[config.mk]
export PLATFORM = sky130hd
export DESIGN_NAME = dpcm_decoder
export DESIGN_NICKNAME = d
export VERILOG_FILES = /design/src/rtl/dpcm_decoder.sv
export SDC_FILE = /design/constraint.sdc
export NUM_CORES = 1
export LEC_CHECK = 0
export CAP_MARGIN = 20
export CORE_MARGIN = 5
export CORE_UTILIZATION = 57
export DETAILED_ROUTE_END_ITERATION = 6
export HOLD_SLACK_MARGIN = 0.15
export PLACE_DENSITY = 0.95
export SYNTH_ARGS = -nofsm -noshare
export SYNTH_HDL_FRONTEND = slang
export SYNTH_SLANG_ARGS = --single-unit
[constraint.sdc]
create_clock -name clk -period 6.5 [get_ports clk]
set_clock_uncertainty 0.1 [all_clocks]
set_input_delay 0.975 -clock clk [delete_from_list [all_inputs] [get_ports clk]]
set_output_delay 0.975 -clock clk [all_outputs]
set_load 0.1 [all_outputs]
[src/rtl/dpcm_decoder.sv]
// dpcm_decoder: reconstructs clamped samples by accumulating signed differences into a predictor
module dpcm_decoder #(
  parameter int WIDTH     = 8,
  parameter int SAT_MAX   = 200,
  parameter int PRED_INIT = 0
) (
  input  logic             clk,
  input  logic             rst,
  input  logic             Valid,
  input  logic [WIDTH-1:0] DataIn,
  input  logic             Clear,
  output logic             Ready,
  output logic [WIDTH-1:0] DataOut,
  output logic             Done,
  output logic [15:0]      Count
);
  typedef enum logic {IDLE, HOLD} state_t;
  localparam logic [WIDTH-1:0] SAT_V  = SAT_MAX[WIDTH-1:0];
  localparam logic [WIDTH-1:0] INIT_V = PRED_INIT[WIDTH-1:0];
  state_t state_q, state_d;
  logic [WIDTH-1:0] diff_q, diff_d, pred_q, pred_d, data_out_q, data_out_d;
  logic done_q, done_d;
  logic [15:0] count_q, count_d;
  logic signed [WIDTH+1:0] sum;
  logic [WIDTH-1:0] result;
  logic finish;
  // predictor plus sign-extended difference, clamped to the pixel range
  always_comb begin
    sum    = signed'({2'b00, pred_q}) + signed'({{2{diff_q[WIDTH-1]}}, diff_q});
    result = sum[WIDTH+1] ? '0 : (sum > signed'({2'b00, SAT_V})) ? SAT_V : sum[WIDTH-1:0];
  end
  // handshake sequencing; Clear overrides only the predictor and counter
  always_comb begin
    finish     = state_q == HOLD && !Valid;
    state_d    = state_q == IDLE ? (Valid ? HOLD : IDLE) : (Valid ? HOLD : IDLE);
    diff_d     = state_q == IDLE && Valid ? DataIn : diff_q;
    data_out_d = finish ? result : data_out_q;
    done_d     = finish;
    pred_d     = Clear ? INIT_V : finish ? result : pred_q;
    count_d    = Clear ? 16'd0 : finish ? count_q + 16'd1 : count_q;
  end
  // state register with asynchronous reset
  always_ff @(posedge clk or posedge rst) begin
    if (rst) begin
      state_q    <= IDLE;
      diff_q     <= '0;
      pred_q     <= INIT_V;
      data_out_q <= '0;
      done_q     <= 1'b0;
      count_q    <= '0;
    end else begin
      state_q    <= state_d;
      diff_q     <= diff_d;
      pred_q     <= pred_d;
      data_out_q <= data_out_d;
      done_q     <= done_d;
      count_q    <= count_d;
    end
  end
  assign Ready   = state_q == IDLE;
  assign DataOut = data_out_q;
  assign Done    = done_q;
  assign Count   = count_q;
endmodule

# Word level (Yosys, flattened, before mapping)
# Index checks and enable logic that the tools add are counted.
[op_classes] add_sub_neg=2 n_eq_ne=0 bitwise=1 n_reduce_logical=4 n_lt_le_gt_ge=1 div=0 n_shift=0 mul=0 muxes=7
[ops] op="$mux W16" n=2
[ops] op="$mux W8" n=4
[ops] op="$add A16 B1 Y16 const B" n=1
[ops] op="$add A9 B8 Y10" n=1
[ops] op="$gt A10 B9 Y1 const B" n=1
[ops] op="$logic_and A1 B1 Y1" n=2
[ops] op="$reduce_bool A2 Y1" n=1
[ops] op="$logic_not A1 Y1" n=1
[ops] op="$mux W1" n=1
[ops] op="$not A1 Y1" n=1
[word_totals] romBits=0 n_memories=0 elab_cells=21 register_bits=42 latch_bits=0 input_bits=12 mem_bits_rw=0

# Depth between registers and ports, before layout
# Gate-level depths: netlist (run 1).
[logic_depth] word_depth=6 ltp_mapped=9 mapped_depth_nobuf=8

# Least setup slack after synthesis (run 1)
# Ideal clock, no wire load.
[synth_path] kind="reg2reg" from="reg diff_q[0]" to="reg pred_q[2]" arrival_time_ns=2.240 n_path_buf=1 period_less_slack_ns=2.443 required_time_ns=6.296 path_slack_ns=4.057 stages_incl_launch_ff=10 path_cell_list="dfrtp_1 ha_1 fa_1 a211oi_2 nor2_1 xnor2_2 o211ai_1 a32o_1 buf_6 o41ai_2"
[synth_between] elab_chain_cells=6
[synth_lines] element="start: declaration" line_no="21" rtl="logic [WIDTH-1:0] diff_q, diff_d, pred_q, pred_d, data_out_q, data_out_d;"
[synth_lines] element="start signal: assignment" line_no="53" rtl="diff_q <= diff_d;"
[synth_lines] element="$add A9 B8 Y10 (*)" line_no="29" rtl="sum = signed'({2'b00, pred_q}) + signed'({{2{diff_q[WIDTH-1]}}, diff_q});"
[synth_lines] element="$gt A10 B9 Y1" line_no="30" rtl="result = sum[WIDTH+1] ? '0 : (sum > signed'({2'b00, SAT_V})) ? SAT_V : sum[WIDTH-1:0];"
[synth_lines] element="$mux W8" line_no="30"
[synth_lines] element="$mux W8 (*)" line_no="30"
[synth_lines] element="$mux W8 (*) (2 in a row)" line_no="39" rtl="pred_d = Clear ? INIT_V : finish ? result : pred_q;"
[synth_lines] element="end signal: assignment" line_no="54" rtl="pred_q <= pred_d;"
[synth_lines] element="end: declaration" line_no="21"
# Every way passes the cells marked *; elsewhere a longest branch is shown, timed or not. The select of a mux whose other input is x is not followed.
# A chain may end at the register's enable or synchronous reset.

# Final worst setup path (run 1)
[layout_path] from="in Valid" to="reg count_q[14], in the netlist Count[14]"
[layout_between] elab_chain_cells=3
[layout_lines] element="start: declaration" line_no="9" rtl="input logic Valid,"
[layout_lines] element="$logic_not A1 Y1" line_no="34" rtl="finish = state_q == HOLD && !Valid;"
[layout_lines] element="$logic_and A1 B1 Y1" line_no="34"
[layout_lines] element="named net done_d" line_no="22" rtl="logic done_q, done_d;"
[layout_lines] element="$reduce_bool A2 Y1 (no line)"
[layout_lines] element="end signal: assignment" line_no="57" rtl="count_q <= count_d;"
[layout_lines] element="end: declaration" line_no="23" rtl="logic [15:0] count_q, count_d;"
# The timed path passes the listed nets, and every way through them passes these cells.

==> impl_metrics.ini, run 1 <==
[status]
status = finished clean

[timing]
relSlewSlack_pct = 32.48
layout_worst_path_cycle_share_pct = 46.23
clock.fmax_mhz = 332.8
setup_viol = 0
final-hold-violation-count = 0
unrepaired_setup_endpoints_after_global_routing = false
timing_max_transition_violations_final = 0
slew_of_the_pin_with_the_lowest_slew_margin_ns = 1.010
setup_total_negative_slack_ns = 0
timing.final.crit_period_ns = 3.005

[setup_path]
crit_path_start_kind = primary input
timing.setup.critical_path_class = primary input to flip-flop
delay_of_the_slowest_cell_on_the_worst_path_ns = 0.47
worst_path_most_repeated_cell = sky130_fd_sc_hd__and3_1
critical_path_required_ns = 6.60
number_of_cells_on_the_worst_reg_to_reg_path = 8
cpMaxStageDelayCell = sky130_fd_sc_hd__clkdlybuf4s50_1
cp.arrival_ns = 3.11
cp_cell_sequence = clkdlybuf4s50_1, nand2b_1, buf_8, clkinv_1, and3_1, and3_1, nand2_1, xor2_1, nor2_1
worst-path-max-fanout = 27
kind_of_end_point_of_the_critical_path = flip-flop

[yosys]
synth_seq_area_share_pct = 45.83
post-synth-top-area-fraction_pct = 45.83
ys.warnings.count = 0
synthTopCellsByArea = sky130_fd_sc_hd__dfrtp_1 (46%), sky130_fd_sc_hd__ha_1 (5.5%), sky130_fd_sc_hd__nor2_1 (5.2%), sky130_fd_sc_hd__xor2_1 (5.0%), sky130_fd_sc_hd__o41ai_2 (3.5%)
netlist.top_cell.by_area = sky130_fd_sc_hd__dfrtp_1
syn_nets = 241
async_reset_ff_share_pct = 100.0
synth.ff_latch_count = 42
synth_area_per_cell_um2 = 10.52
ys_dominant_reg_cell = sky130_fd_sc_hd__dfrtp_1
post_synth_most_frequent_cells = sky130_fd_sc_hd__dfrtp_1 (42), sky130_fd_sc_hd__nor2_1 (32), sky130_fd_sc_hd__nand2_1 (18), sky130_fd_sc_hd__xor2_1 (13), sky130_fd_sc_hd__ha_1 (10)
syn-cell-area_um2 = 2293
synth.most_common_cell = sky130_fd_sc_hd__dfrtp_1
syn-instance-count = 218
synth_cell_types = 47
synth-edff-count = 0

[hold_path]
worstHoldPathCells = 2
hold_path.class = flip-flop to flip-flop

[power]
power.density_nw_per_um2 = 279.8
max-vdd-ir-drop_mv = 0.2038
design_power_total_w = 0.0007891
leakage_nw = 1.255

[final_layout]
layout.filler_cells = 258
flow.area_growth_from_synthesis_pct = 22.97
final_layout_size_suffix_gt1_share_pct = 11.63
num-nets-final = 280
final_cell_count_no_fill = 308
final_util_pct = 71.53
antenna-diode-count = 0

[placement]
port_buffers = 37
post-dp-hpwl_um = 3639
gpl.final_weighted_congestion = 0.8694
dp_cells = 298

[cts]
cts.htree.levels = 2
clkSlewWorstSetupHoldPaths_ns = 0.09
postCtsSetupRepairBufs = 0
post_cts_resize_count = 0
clk_latency_ns = 0.31
clock-sinks = 42
clock-root-buffer = sky130_fd_sc_hd__clkbuf_8
tritoncts = built
max-clock-path-buffers = 2
ctsHoldBuffers = 0
cts_buffers = 5

[route]
postRouteAntennaNets = 0
route.vias.total = 1813
firstDrtPassIters = 4
drt_first_iter_violations = 131
avgViaCountPerCell = 5.886
drcViolationCount = 0
routed_wl_um = 5398
post_drt_wl_per_cell_um = 17.53

[global_routing]
globalRoute.totalOverflow = 0
first_pass_grt_wire_length_um = 8790
grt_pass1_vias = 1798
grt_use_total_pct = 21.69
grt_start_max_net_pins = 43
number_of_antenna_violations_at_the_first_check_in_global_routing = 0

[floorplan]
die_height_um = 73.43
floorplan.die.width_um = 73.43
initial_utilization_pct = 58.17
fp-row-count = 23
area_of_the_core_um2 = 3943
die-area_um2 = 5392
boundaryPins = 38

[job]
maxCapViolations = 0
==> metal layers <==
metal / GRT usage [%] / vias to the layer above / part of all wire (%)
li1: - / 847 / -
met1: 26.36 / 889 / 40
met2: 35.85 / 56 / 52
met3: 5.472 / 21 / 4.6
met4: 10.66 / 0 / 4.1
met5: 0 / - / 0
==> logic make-up (layout without fill, tap and decap cells) <==
group	after synthesis	in the layout	synth area share, %
adder cells (fa/ha/maj)	11	11	6.328
buffers and inverters	15	55	3.163
multiplexers	8	8	3.874
AO/OA/AOI/OAI	41	41	15.82
flip-flops	42	42	45.83
AND/OR/NAND/NOR	81	81	16.69
XOR/XNOR	20	20	8.292
==> report_power, final <==
group / internal, W / leakage (nW) / switching, W
combinational: 0.0000895 / 0.658 / 0.000218
sequential: 0.000287 / 0.552 / 0.0000195
clock: 0.0000755 / 0.0441 / 0.0000990
total: 0.000452 / 1.25 / 0.000337
==> area by class of cell <==
cell class | count | area (um^2) | area share (%)
inverters | 7 | 26.28 | 0.9317
multi-input cells | 161 | 1170 | 41.48
clock inverters | 3 | 21.27 | 0.7542
well taps | 50 | 62.56 | 2.218
flip-flops and latches | 42 | 1051 | 37.27
repair buffers | 40 | 420.4 | 14.91
clock buffers | 5 | 68.82 | 2.440
==> stage by stage <==
stage | hold slack [ns] | worst slack [ns] | cell area (um^2)
4_1_cts | 0.3970 | 2.711 | 2778
6_report | 0.4018 | 3.495 | 2820
5_1_grt | 0.4245 | 3.388 | 2820
3_3_place_gp | 0.3713 | 2.649 | 2688
2_1_floorplan | 0.3769 | 4.057 | 2293
3_5_place_dp | 0.3776 | 2.472 | 2688
==> final timing paths <==
path | start | endpoint | slack, ns
max in group asynchronous | rst | Count[7]$_DFFE_PP0P_ | 4.92
setup reg to reg | diff_q[0]$_DFFE_PP0P_ | DataOut[1]$_DFFE_PP0P_ | 3.61
hold / removal | DataOut[3]$_DFFE_PP0P_ | DataOut[3]$_DFFE_PP0P_ | 0.40
min in group asynchronous | rst | Count[10]$_DFFE_PP0P_ | 1.00
setup / recovery | Valid | Count[14]$_DFFE_PP0P_ | 3.50
hold reg to reg | DataOut[3]$_DFFE_PP0P_ | DataOut[3]$_DFFE_PP0P_ | 0.40
==> worst max-delay path: cells and delay by family <==
family,cells,cell delay (ns)
and+or+nand+nor,5,0.94
buffers and inverters,3,1.00
xor gates and xnor gates,1,0.18
==> registers in the layout, summed over array words and instances, names as in the netlist <==
name	count
pred_q	8
state_q	1
DataOut	8
diff_q	8
Done	1
Count	16
==> cells in the final DEF (no fill, tap or decap), types with 2 or more instances in the layout <==
cell / n
sky130_fd_sc_hd__a211oi_1: 3
sky130_fd_sc_hd__a21oi_1: 4
sky130_fd_sc_hd__and3_1: 8
sky130_fd_sc_hd__clkbuf_8: 5
sky130_fd_sc_hd__clkdlybuf4s50_1: 37
sky130_fd_sc_hd__dfrtp_1: 42
sky130_fd_sc_hd__ha_1: 10
sky130_fd_sc_hd__inv_1: 6
sky130_fd_sc_hd__mux2_2: 7
sky130_fd_sc_hd__nand2_1: 18
sky130_fd_sc_hd__nand2b_1: 3
sky130_fd_sc_hd__nand3_1: 6
sky130_fd_sc_hd__nand3b_1: 7
sky130_fd_sc_hd__nand4_1: 2
sky130_fd_sc_hd__nor2_1: 32
sky130_fd_sc_hd__nor3_1: 2
sky130_fd_sc_hd__o211ai_1: 5
sky130_fd_sc_hd__o21ai_0: 4
sky130_fd_sc_hd__o31ai_1: 5
sky130_fd_sc_hd__o41ai_2: 5
sky130_fd_sc_hd__xnor2_1: 5
sky130_fd_sc_hd__xnor2_2: 2
sky130_fd_sc_hd__xor2_1: 13
Power figures use the tool's default switching activity.
==> run 2, diff against run 1 <==
CORE_UTILIZATION = 53   (was 57)
PLACE_DENSITY = 0.89   (was 0.95)
clock period = 3 ns   (was 6.5 ns; I/O delays follow)
==> run 2 against run 1 <==
  * Final cell count up 0.97%
  * Utilization is 6.9 points lower
  * Non-clock buffer count grew 1
  * Sequential power is 120% higher
  * Combinational power up 110%
  * Critical path type is now flip-flop to flip-flop
==> impl_metrics.ini, run 2 (synthesis results as in run 1) <==
[setup_path]
worstPathBufferInverterCount = 0
kind_of_end_point_of_the_critical_path = flip-flop
regToRegEndpoint = DataOut[4]$_DFFE_PP0P_
crit_path_start_kind = flip-flop
worst_setup_path_endpoint = DataOut[4]$_DFFE_PP0P_
cp_cell_sequence = ha_1, fa_1, a211oi_2, nor2_1, xnor2_2, o211ai_1, a32o_1, o31ai_1
critPathLaunch = diff_q[0]$_DFFE_PP0P_
cpMaxStageDelayCell = sky130_fd_sc_hd__a32o_1
delay_of_the_slowest_cell_on_the_worst_path_ns = 0.45
cp.arrival_ns = 2.81
top_delay_family_on_crit_path = compound AO/OA/AOI/OAI gates
worst-path-max-fanout = 10
number_of_cells_on_the_worst_reg_to_reg_path = 8
cp_num_cells = 8
r2r_setup_slack_ns = 0.30
timing.setup.critical_path_class = flip-flop to flip-flop
crit-reg2reg-launch = diff_q[0]$_DFFE_PP0P_
critical_path_required_ns = 3.11

[placement]
port_buffers = 37
dp_cells = 303
post-dp-hpwl_um = 3327
gpl.final_weighted_congestion = 0.8752
preCtsSetupSlack_ns = 0.3323

[route]
drt_first_iter_violations = 91
postRouteAntennaNets = 0
post_drt_wl_per_cell_um = 14.89
drcViolationCount = 0
firstDrtPassIters = 4
avgViaCountPerCell = 5.479
route.vias.total = 1704
routed_wl_um = 4631

[floorplan]
die_height_um = 75.78
boundaryPins = 38
die-area_um2 = 5743
initial_utilization_pct = 53.79
fp-row-count = 24
area_of_the_core_um2 = 4264
floorplan.die.width_um = 75.78

[final_layout]
flow.area_growth_from_synthesis_pct = 20.24
layout.cells.most_common_list = sky130_fd_sc_hd__dfrtp_1 (42), sky130_fd_sc_hd__nor2_1 (32), sky130_fd_sc_hd__buf_4 (30)
antenna-diode-count = 0
most_common_cell_after_layout_fill_and_taps_aside = sky130_fd_sc_hd__dfrtp_1
layout.filler_cells = 352
final_layout_size_suffix_gt1_share_pct = 21.62
largest_register_ffs = 16
num-nets-final = 281
final_util_pct = 64.67
final_cell_count_no_fill = 311
sequential_cell_area_um2 = 1051
multi_input_area_um2 = 1170

[timing]
slew_of_the_pin_with_the_lowest_slew_margin_ns = 0.7513
timing_max_transition_violations_final = 0
timing.final.crit_period_ns = 2.698
final-hold-violation-count = 0
clock.fmax_mhz = 370.6
setup_total_negative_slack_ns = 0
relSlewSlack_pct = 49.76
layout_worst_path_cycle_share_pct = 89.94
timing.final.ws_setup_ns = 0.3019
setup_viol = 0
unrepaired_setup_endpoints_after_global_routing = false

[global_routing]
number_of_antenna_violations_at_the_first_check_in_global_routing = 0
globalRoute.totalOverflow = 0
first_pass_grt_wire_length_um = 7555
grt_start_max_net_pins = 43
grt_use_total_pct = 17.65
grt_pass1_vias = 1587

[cts]
clock-sinks = 42
clock-root-buffer = sky130_fd_sc_hd__clkbuf_8
postCtsSetupRepairBufs = 0
post_cts_resize_count = 0
clkSlewWorstSetupHoldPaths_ns = 0.08
cts_buffers = 5
tritoncts = built
max-clock-path-buffers = 2
clk_latency_ns = 0.30
ctsHoldBuffers = 0
cts.htree.levels = 2

[power]
sw_frac_of_total_pct = 40.08
leakage_nw = 1.301
power.clock.fraction_pct = 26.0
power.share.sequential_pct = 37.8
p_comb_share_pct = 36.2
max-vdd-ir-drop_mv = 0.3603
power.density_nw_per_um2 = 635.4
net-switching-power_w = 0.0007023
p_int_w = 0.001050

[job]
maxCapViolations = 0

[status]
status = finished clean

[hold_path]
hold_path.class = flip-flop to flip-flop
## run 2: power by group through the flow
stage	Sequential, W	Combinational, W	Clock, W
final	0.000663	0.000634	0.000455
after global routing	0.000671	0.000674	0.000483
after CTS	0.000664	0.000636	0.000460
after detailed placement	0.000675	0.000633	0
after global placement	0.000673	0.000626	0
after floorplan	0.000900	0.000282	0
## run 2: layout make-up
class	instances	area share [%]
multi-input combinational	161	42.42
clock buffer	6	2.632
sequential	42	38.11
clock inverter	2	1.361
tap	52	2.359
inverter	7	0.9528
timing repair buffer	41	12.16
## run 2: metrics by stage
step / power (W) / hold slack, ns / cell area [um^2]
floorplan: 0.001182 / 0.3769 / 2293
global placement: 0.001299 / 0.3674 / 2648
detailed placement: 0.001307 / 0.3732 / 2648
CTS: 0.001760 / 0.3916 / 2758
global route: 0.001827 / 0.4237 / 2758
finish: 0.001752 / 0.3875 / 2758
## run 2: tightest hold or removal path, delay by kind of cell (launching register included)
kind	cells	cell delay, ns
compound gates	1	0.05
flops	1	0.35
simple gates	1	0.05
## run 2: worst min-delay path by stage
stage                                       from                endpoint  cells after the start
after floorplan            pred_q[3]$_DFFE_PP0P_   pred_q[3]$_DFFE_PP0P_                      2
after global placement    DataOut[1]$_DFFE_PP0P_  DataOut[1]$_DFFE_PP0P_                      2
after detailed placement  DataOut[1]$_DFFE_PP0P_  DataOut[1]$_DFFE_PP0P_                      2
after CTS                 DataOut[1]$_DFFE_PP0P_  DataOut[1]$_DFFE_PP0P_                      2
after global routing      DataOut[6]$_DFFE_PP0P_  DataOut[6]$_DFFE_PP0P_                      2
final                     DataOut[1]$_DFFE_PP0P_  DataOut[1]$_DFFE_PP0P_                      2
## run 2: layer usage
layer,up-vias,track usage (%),part of all wire (%)
met5,-,0,0
met4,0,6.990,1.5
met3,7,3.958,3.8
met2,31,27.47,48
met1,817,23.87,46
li1,849,-,-
==> run 3, diff against run 2 <==
CORE_ASPECT_RATIO = 0.8   (was unset)
SLEW_MARGIN = 20   (was unset)
==> run 3 against run 2 <==
  * Wire length is 2.9% higher
  * Count of clock-buffer cells in the layout is 2 higher
  * Combinational power is 1% higher
  * Die area is 0.14% higher
  * Sequential share of layout area is 0.10 points lower
  * Worst hold slack better by 0.013 ns
  * Global-route usage is 0.56 points higher
  * Utilization is 1.5 points higher
  * Sequential power hardly changed
  * First-iteration DRC count is 6.6% higher
  * Flip-flop and latch count stayed put
  * Critical endpoint is now pred_q[7]$_DFFE_PP0P_
==> impl_metrics.ini, run 3 (synthesis results as in run 1) <==
[placement]
port_buffers = 37
preCtsSetupSlack_ns = 0.2569
dp_cells = 308
post-dp-hpwl_um = 3562
gpl.final_weighted_congestion = 0.8792

[global_routing]
grt_use_total_pct = 18.22
grt_start_max_net_pins = 43
first_pass_grt_wire_length_um = 8245
globalRoute.totalOverflow = 0
grt_pass1_vias = 1743
number_of_antenna_violations_at_the_first_check_in_global_routing = 0

[setup_path]
critical_path_required_ns = 3.04
timing.setup.critical_path_class = flip-flop to flip-flop
cp.arrival_ns = 2.82
r2r_setup_slack_ns = 0.22
cpMaxStageDelayCell = sky130_fd_sc_hd__a221oi_1
crit_path_start_kind = flip-flop
worstPathBufferInverterCount = 0
cp_cell_sequence = ha_1, fa_1, a211oi_2, nor2_1, o22a_1, nand3b_1, a221oi_1, a211oi_1
delay_of_the_slowest_cell_on_the_worst_path_ns = 0.46
worst-path-max-fanout = 7
top_delay_family_on_crit_path = compound AO/OA/AOI/OAI gates
kind_of_end_point_of_the_critical_path = flip-flop

[power]
power.clock.fraction_pct = 24.5
p_int_w = 0.001036
design_power_total_w = 0.001730
p_comb_share_pct = 37.1
sw_frac_of_total_pct = 40.13
max-vdd-ir-drop_mv = 0.3973
net-switching-power_w = 0.0006941
power.share.sequential_pct = 38.4
power.density_nw_per_um2 = 625.5
leakage_nw = 1.312

[final_layout]
largest_register_ffs = 16
final_layout_size_suffix_gt1_share_pct = 22.39
num-nets-final = 281
antenna-diode-count = 0
final_util_pct = 66.19
most_common_cell_after_layout_fill_and_taps_aside = sky130_fd_sc_hd__dfrtp_1
final_cell_count_no_fill = 316
flow.area_growth_from_synthesis_pct = 20.57
layout.cells.most_common_list = sky130_fd_sc_hd__dfrtp_1 (42), sky130_fd_sc_hd__nor2_1 (32), sky130_fd_sc_hd__buf_4 (30)

[route]
drcViolationCount = 0
routed_wl_um = 4765
firstDrtPassIters = 4
avgViaCountPerCell = 5.522
postRouteAntennaNets = 0
drt_first_iter_violations = 97
post_drt_wl_per_cell_um = 15.08
route.vias.total = 1745

[floorplan]
initial_utilization_pct = 54.90
fp-row-count = 21
die-area_um2 = 5751
floorplan.die.width_um = 83.55
boundaryPins = 38
die_height_um = 68.84
area_of_the_core_um2 = 4178

[status]
status = finished clean

[cts]
tritoncts = built
clk_latency_ns = 0.29
clock-root-buffer = sky130_fd_sc_hd__clkbuf_8
cts_buffers = 5
cts.htree.levels = 2
max-clock-path-buffers = 2
clkSlewWorstSetupHoldPaths_ns = 0.08
clock-sinks = 42
postCtsSetupRepairBufs = 0

[timing]
layout_worst_path_cycle_share_pct = 92.66
slew_of_the_pin_with_the_lowest_slew_margin_ns = 0.7687
setup_viol = 0
timing_max_transition_violations_final = 0
unrepaired_setup_endpoints_after_global_routing = false
timing.final.ws_setup_ns = 0.2201
relSlewSlack_pct = 48.59
final-hold-violation-count = 0
setup_total_negative_slack_ns = 0
timing.final.crit_period_ns = 2.780
clock.fmax_mhz = 359.7

[job]
maxCapViolations = 0

[hold_path]
hold_path.class = flip-flop to flip-flop
-- run 3: cell count changes in the layout (fill, tap and decap cells not counted), sizes merged --
cell,change
bufinv,-1
clkbuf,+2
clkinvlp,-1
-- run 3: path summary, 6_finish.rpt --
path	startpoint	depth (start not counted)	end
setup reg to reg	diff_q[0]$_DFFE_PP0P_	8	pred_q[7]$_DFFE_PP0P_
max in group asynchronous	rst	3	state_q$_DFF_PP0_
hold / removal	DataOut[3]$_DFFE_PP0P_	2	DataOut[3]$_DFFE_PP0P_
hold reg to reg	DataOut[3]$_DFFE_PP0P_	2	DataOut[3]$_DFFE_PP0P_
setup / recovery	diff_q[0]$_DFFE_PP0P_	8	pred_q[7]$_DFFE_PP0P_
min in group asynchronous	rst	3	Done$_DFF_PP0_
-- run 3: metrics by stage --
step	hold WS, ns	area (um^2)
finish	0.4008	2765
global route	0.4246	2765
CTS	0.4017	2764
detailed placement	0.3846	2654
global placement	0.3810	2654
floorplan	0.3769	2293
-- run 3: repair_timing --
| item | 4_1_cts | 5_1_grt |
|---|---|---|
| setup endpoints to repair | 0 | 2 |
| hold buffers | 0 | 0 |
| gates resized for setup | 0 | 1 |
-- run 3: cell type report --
class	count	area [um^2]
inverters	7	26.28
repair buffers	41	335.3
clock buffers	8	110.1
fillers	348	1413
multi-input cells	161	1171
well taps	57	71.32
flip-flops and latches	42	1051
-- run 3: power groups by stage --
stage	registers [W]	logic (W)	clock network, W
2_1_floorplan	0.000900	0.000282	0
3_3_place_gp	0.000674	0.000623	0
3_5_place_dp	0.000675	0.000637	0
4_1_cts	0.000664	0.000641	0.000432
5_1_grt	0.000671	0.000683	0.000451
6_report	0.000664	0.000642	0.000424
-- run 3: tightest hold or removal path, delay by kind of cell, from the launching register on --
kind               cells  cell delay, ns
and+or+nand+nor        1            0.05
DFF                    1            0.35
AOI/OAI and AO/OA      1            0.06
-- run 3: routing by layer --
layer | routed length, um | up-vias | track usage (%)
li1 | - | 855 | -
met1 | 2230 | 840 | 23.35
met2 | 2243 | 38 | 29.50
met3 | 168 | 12 | 3.919
met4 | 123 | 0 | 10.04
met5 | 0 | - | 0
==> RTL change 1, RTL diff (config.mk and constraints of run 1) <==
Take the reset off `data_out_q` and load it in a clocked block of its own.
--- a/src/rtl/dpcm_decoder.sv
+++ b/src/rtl/dpcm_decoder.sv
@@ -47,3 +47,2 @@
       pred_q     <= INIT_V;
-      data_out_q <= '0;
       done_q     <= 1'b0;
@@ -54,3 +53,2 @@
       pred_q     <= pred_d;
-      data_out_q <= data_out_d;
       done_q     <= done_d;
@@ -58,2 +56,6 @@
     end
+  end
+
+  always_ff @(posedge clk) begin
+    data_out_q <= data_out_d;
   end
Formal check against the unedited RTL: differs if rst is asserted again (counterexample within 4 cycles, from zero or initial values and one cycle with rst high); with rst held inactive, the same outputs for 10 cycles.
==> RTL change 1 against run 1 <==
  * Synthesized area decreased by 4.1%
  * Final area fell by 2.9%
  * Wire length is 17% lower
  * Critical path type is now flip-flop to output port
  * Setup slack worse by 0.012 ns
  * Final cell count down 10%
  * Die area down 3.6%
  * Power is 9.7% lower
  * Core utilization is 2.7 points higher
  * Sequential cell count is the same
==> RTL change 1: results (changes against run 1) <==
Parameter                              Value

Cells and area
  Share of cells above drive strength 1 ... 14.0% (+2.3 points)
  Final net count ... 251 (-10%)
  # fillers ... 253 (-1.9%)
  Antenna diode count ... 0 (unchanged)
  Largest register FFs ... 16 (unchanged)
  Area of the multi-input gates ... 0.00108 sq mm (-7.6%)

Logic synthesis
  Yosys cell types ... 42 (-11%)
  Top cells by area, synth ... dfrtp_1 (39%), edfxtp_1 (11%), xor2_1 (6.0%), ha_1 (5.7%), mux2_2 (4.1%)
  Dominant synthesized flop cell ... dfrtp_1
  Synthesized net count ... 209 (-13%)
  Yosys warning count ... 0 (unchanged)
  Cell types with the highest counts after synthesis ... dfrtp_1 (34), nor2_1 (22), xor2_1 (15)
  Share of flip-flops with an asynchronous set or reset after synthesis ... 81.0% (-19 points)
  Count of flip-flops with a built-in enable after synthesis ... 8 (+8)
  Register area share after synthesis ... 49.6% (+3.8 points)

Outcome
  Result of the run ... finished, final reports clean

Detailed routing
  First-pass iteration count of the detailed router ... 4 (unchanged)
  Number of violations reported at the end of detailed-routing iteration 0 ... 138 (+5.3%)
  Detail-routed via count per cell ... 5.68 (-3.5%)
  Post-DR wirelength/cell ... 16.2 um (-7.8%)

STA
  Max-slew violation count ... 0 (unchanged)
  Worst slew margin relative to its limit ... 34.0% (+1.5 points)

Clock tree
  Post-CTS setup repair buffer count ... 0 (unchanged)
  Clock root cell ... clkbuf_8
  Number of levels the H-tree was split into ... 2 (unchanged)
  Clock transition time at the flip-flop clock pins of the worst setup and hold paths ... roughly 0.08 ns
  Cts bufs inserted ... 5 (unchanged)
  Later-pin clock latency in the skew report ... 0.30 ns
  CTS-repair resized insts ... 0 (unchanged)
  Buffer levels on the longest clock path ... 2 (unchanged)

Power and ir drop
  Pint ... 477 uW (+5.4%)
  Worst IR Drop VDD ... 0.000189 V (-7.3%)
  Cell leakage power ... 0.00113 uW (-9.8%)

Placement
  Placement-stage cell area ... 0.00263 sq mm (-2.3%)
  HPWL reported at the end of detailed placement ... 3300 um (-9.4%)
  IO Port Bufs ... 37 (unchanged)
  Last weighted congestion value of the routability-driven placer ... 0.874 (+0.47%)

Critical path
  Stage delay of the slowest cell on the critical path ... 1.18 ns (+0.71 ns)
  Critical Path Slowest Stage Cell ... clkdlybuf4s50_1
  Highest net fanout along the worst path ... 6 (-78%)
  Crit path max-delay family ... buffers and inverters

Job
  Max Cap Viol ... 0 (unchanged)

Min path
  HP Class ... flip-flop to flip-flop

GRT
  Wire length of the first global-routing pass ... 7420 um (-16%)
  Pin count of the biggest net entering global routing ... 35 (-19%)
  Overall track demand over capacity in global routing ... 18.6% (-3.1 points)
  Vias in the first global route ... 1,514 (-16%)
  Initial antenna violation count ... 0 (unchanged)
[RTL change 1: cell count changes in the layout (fill, tap and decap cells not counted), sizes merged, moves of 4 or more]
cell / before / now
nand4: 2 / 6
and3: 8 / 2
nor2: 32 / 22
o41ai: 6 / 1
dfrtp: 42 / 34
o31ai: 6 / 0
nand3b: 7 / 0
edfxtp: 0 / 8
a21oi: 5 / 11
nor3b: 0 / 5
a32o: 1 / 5
nand2: 18 / 8
[RTL change 1: layer usage]
layer	up-vias	track usage [%]	part of all wire, %
met1	755	25.5	44
li1	766	-	-
met2	48	28.6	48
met3	5	4.71	5.7
met4	0	6.89	1.7
met5	-	0	0
[RTL change 1: cell type report]
class,instances,share of cell area (%)
clock inverters,3,1.60
repair buffers,38,13.8
inverters,4,0.548
well taps,48,2.19
clock buffers,5,2.51
multi-input cells,137,39.5
flip-flops and latches,42,39.9
[RTL change 1: cell families (layout without fill, tap and decap cells)]
family                   count (synthesis)  after routing  synth area share, %
adder cells (fa/ha/maj)                 11             11                 6.60
buffers and inverters                    7             50                 1.19
AO/OA/AOI/OAI                           36             36                 15.0
XOR/XNOR                                21             21                 8.71
AND/OR/NAND/NOR                         60             60                 14.2
multiplexers                             9              9                 4.72
flip-flops                              42             42                 49.6
[RTL change 1: worst reg2reg max path, stage by stage (launching register included)]
cell      delay (ns)
dfrtp_1         0.41
ha_1            0.26
fa_1            0.44
a211oi_2        0.28
nor2_1          0.12
o41ai_4         0.28
mux2i_2         0.38
o32ai_2         0.20
nor3b_1         0.27
[RTL change 1: per-stage QoR]
stage | setup WS [ns] | cells
2_1_floorplan | 3.88 | 186
3_3_place_gp | 3.49 | 269
3_5_place_dp | 3.37 | 269
4_1_cts | 3.48 | 277
5_1_grt | 3.41 | 277
6_report | 3.48 | 277
[RTL change 1: power by group through the flow]
stage	Sequential [uW]	Combinational [uW]	Clock, uW
finish	303	205	205
global route	305	219	218
CTS	303	204	208
detailed placement	308	203	0
global placement	307	197	0
floorplan	351	113	0
[RTL change 1: worst paths after layout]
check                                       from                     to  cells after the start  slack [ns]
setup reg to reg           diff_q[0]$_DFFE_PP0P_   DataOut[2]$_DFFE_PP_                      8        3.57
min in group asynchronous                    rst   Count[1]$_DFFE_PP0P_                      3        0.96
hold reg to reg            pred_q[5]$_DFFE_PP0P_  pred_q[5]$_DFFE_PP0P_                      1        0.40
max in group asynchronous                    rst  pred_q[6]$_DFFE_PP0P_                      3        5.03
hold / removal             pred_q[5]$_DFFE_PP0P_  pred_q[5]$_DFFE_PP0P_                      1        0.40
setup / recovery            Count[8]$_DFFE_PP0P_               Count[8]                      1        3.48
==> RTL change 2, RTL diff (settings of run 1) <==
Without the edit above. The parameter `WIDTH` goes from 8 to 6.
--- a/src/rtl/dpcm_decoder.sv
+++ b/src/rtl/dpcm_decoder.sv
@@ -2,3 +2,3 @@
 module dpcm_decoder #(
-  parameter int WIDTH     = 8,
+  parameter int WIDTH     = 6,
   parameter int SAT_MAX   = 200,
Ports: changed (resized DataIn and DataOut); port bits go from 38 to 34. The function was not compared with the original's and may differ.
==> RTL change 2 against run 1 <==
  * Count of clock-buffer cells in the layout grew 3
  * Final area shrank 18%
  * Critical path depth shrank 8
  * Core utilization grew 2.7 points
  * Synthesized area shrank 18%
  * Sequential cell count shrank 6
  * Setup slack lost 0.064 ns
  * First-iteration DRC count grew 5.3%
  * Register-to-register slack gained 0.26 ns
  * Wire length shrank 26%
  * Critical endpoint is now Count[4]
  * Highest routed layer unchanged
Power is not compared: it rests on default switching activity, and its combinational part moved more than twofold at a synthesized area within 25%.
==> RTL change 2: results (changes against run 1) <==
Parameter                              Value

Outcome
  Result of the run ... finished, final reports clean

Placement
  Placement-stage cell area ... 0.00225 sq mm (-16%)
  Post-placement setup slack ... 3.39 ns (+0.914 ns)
  HPWL reported at the end of detailed placement ... 2740 um (-25%)
  IO Port Bufs ... 33 (-11%)
  Last weighted congestion value of the routability-driven placer ... 0.854 (-1.7%)

Detailed routing
  Post-DR wirelength/cell ... 15.3 um (-13%)
  Total number of vias ... 1,468 (-19%)
  Number of violations reported at the end of detailed-routing iteration 0 ... 138 (+5.3%)

GRT
  Pin count of the biggest net entering global routing ... 37 (-14%)
  Overall track demand over capacity in global routing ... 20.2% (-1.4 points)
  Vias in the first global route ... 1,479 (-18%)
  Wire length of the first global-routing pass ... 6780 um (-23%)
  Initial antenna violation count ... 0 (unchanged)

Logic synthesis
  Yosys warning count ... 0 (unchanged)
  Synth Area in XOR/XNOR ... 7.92% (-0.37 points)
  Fraction of the mapped netlist area in compound gates ... 12.2% (-3.6 points)
  Register area share after synthesis ... 47.9% (+2.1 points)
  Top cells by area, synth ... dfrtp_1 (48%), ha_1 (5.3%), xor2_1 (5.1%), nor2_1 (4.6%), nand2_1 (3.6%)
  Yosys cell types ... 39 (-17%)
  Cell types with the highest counts after synthesis ... dfrtp_1 (36), nor2_1 (23), nand2_1 (18)
  Adder-cell share of the synthesized area ... 6.39% (+0.063 points)
  Synthesized net count ... 201 (-17%)
  Multiplexer fraction of the synthesized cell area ... 5.26% (+1.4 points)

Critical path
  Stage delay of the slowest cell on the critical path ... 1.18 ns (+0.71 ns)
  Crit path arrival time ... 1.99 ns (-1.12 ns)
  Number of cells on the worst reg-to-reg path ... 6 (-2)
  Crit path max-delay family ... buffers and inverters
  Highest net fanout along the worst path ... 6 (-78%)

Min path
  Worst Hold Path Cells ... 1 (-1)
  HP Class ... flip-flop to flip-flop

STA
  Pin slew with the least headroom to its limit ... 0.986 ns (-0.0239 ns)

Cells and area
  # fillers ... 230 (-11%)
  Final net count ... 235 (-16%)
  Register Area ... 901 sq um (-14%)
  Share of cells above drive strength 1 ... 8.76% (-2.9 points)

Clock tree
  Cts bufs inserted ... 5 (unchanged)
  Clock root cell ... clkbuf_4
  Buffer levels on the longest clock path ... 2 (unchanged)
  Later-pin clock latency in the skew report ... 0.34 ns (+0.03 ns)
  CTS-repair resized insts ... 0 (unchanged)
-- RTL change 2: cell count changes after synthesis, moves of 3 or more --
cell / before / now
and2_1: 1 / 4
and3_1: 8 / 0
clkbuf_1: 3 / 7
dfrtp_1: 42 / 36
inv_1: 6 / 10
nand3b_1: 7 / 2
nor2_1: 32 / 23
o211ai_1: 5 / 0
o32ai_1: 0 / 3
o41ai_2: 5 / 0
-- RTL change 2: through the flow --
step | utilization [%] | hold WS [ns] | std cells | power, uW
after floorplan | - | 0.387 | 182 | 328
after global placement | 72.4 | 0.380 | 253 | 353
after detailed placement | 72.4 | 0.375 | 253 | 355
after CTS | 74.3 | 0.413 | 261 | 481
after global routing | 74.3 | 0.442 | 261 | 502
final | 74.3 | 0.403 | 261 | 477
-- RTL change 2: worst reg2reg max path, delay by kind of cell, from the launching register on --
family / cells / cell delay [ns]
fa+ha+maj: 2 / 0.67
compound gates: 4 / 1.36
flops: 1 / 0.39
-- RTL change 2: cells by family (layout without fill, tap and decap cells) --
group,count (synthesis),in the layout
simple gates,68,68
flops,36,36
compound gates,27,27
xor+xnor,17,17
buf+inv,17,52
fa+ha+maj,9,9
mux,8,8
-- RTL change 2: worst paths after layout --
check | startpoint | endpoint | slack, ns
max in group asynchronous | rst | Count[11]$_DFFE_PP0P_ | 5.06
setup reg to reg | diff_q[0]$_DFFE_PP0P_ | DataOut[2]$_DFFE_PP0P_ | 3.87
hold reg to reg | DataOut[5]$_DFFE_PP0P_ | DataOut[5]$_DFFE_PP0P_ | 0.40
min in group asynchronous | rst | DataOut[4]$_DFFE_PP0P_ | 0.92
hold / removal | DataOut[5]$_DFFE_PP0P_ | DataOut[5]$_DFFE_PP0P_ | 0.40
setup / recovery | Count[4]$_DFFE_PP0P_ | Count[4] | 3.43
-- RTL change 2: cell type report --
class / count / share of cell area (%)
multi-input combinational: 129 / 39.7
tap: 44 / 2.39
timing repair buffer: 34 / 14.7
sequential: 36 / 39.1
clock buffer: 8 / 2.55
inverter: 10 / 1.63
-- RTL change 2: per-layer routing --
metal	global-route usage (%)	up-vias	share of wire, %
met3	4.99	6	4.7
met5	0	-	0
met4	8.61	0	1.7
li1	-	697	-
met1	25.9	719	43
met2	32.6	46	51
-- RTL change 2: power by group --
group	total [uW]	leakage, uW	internal (uW)	switching, uW
clock	124	0.0000326	53.4	70.6
sequential	243	0.000482	234	9.12
combinational	110	0.000505	36.3	73.3
total	477	0.00102	324	153
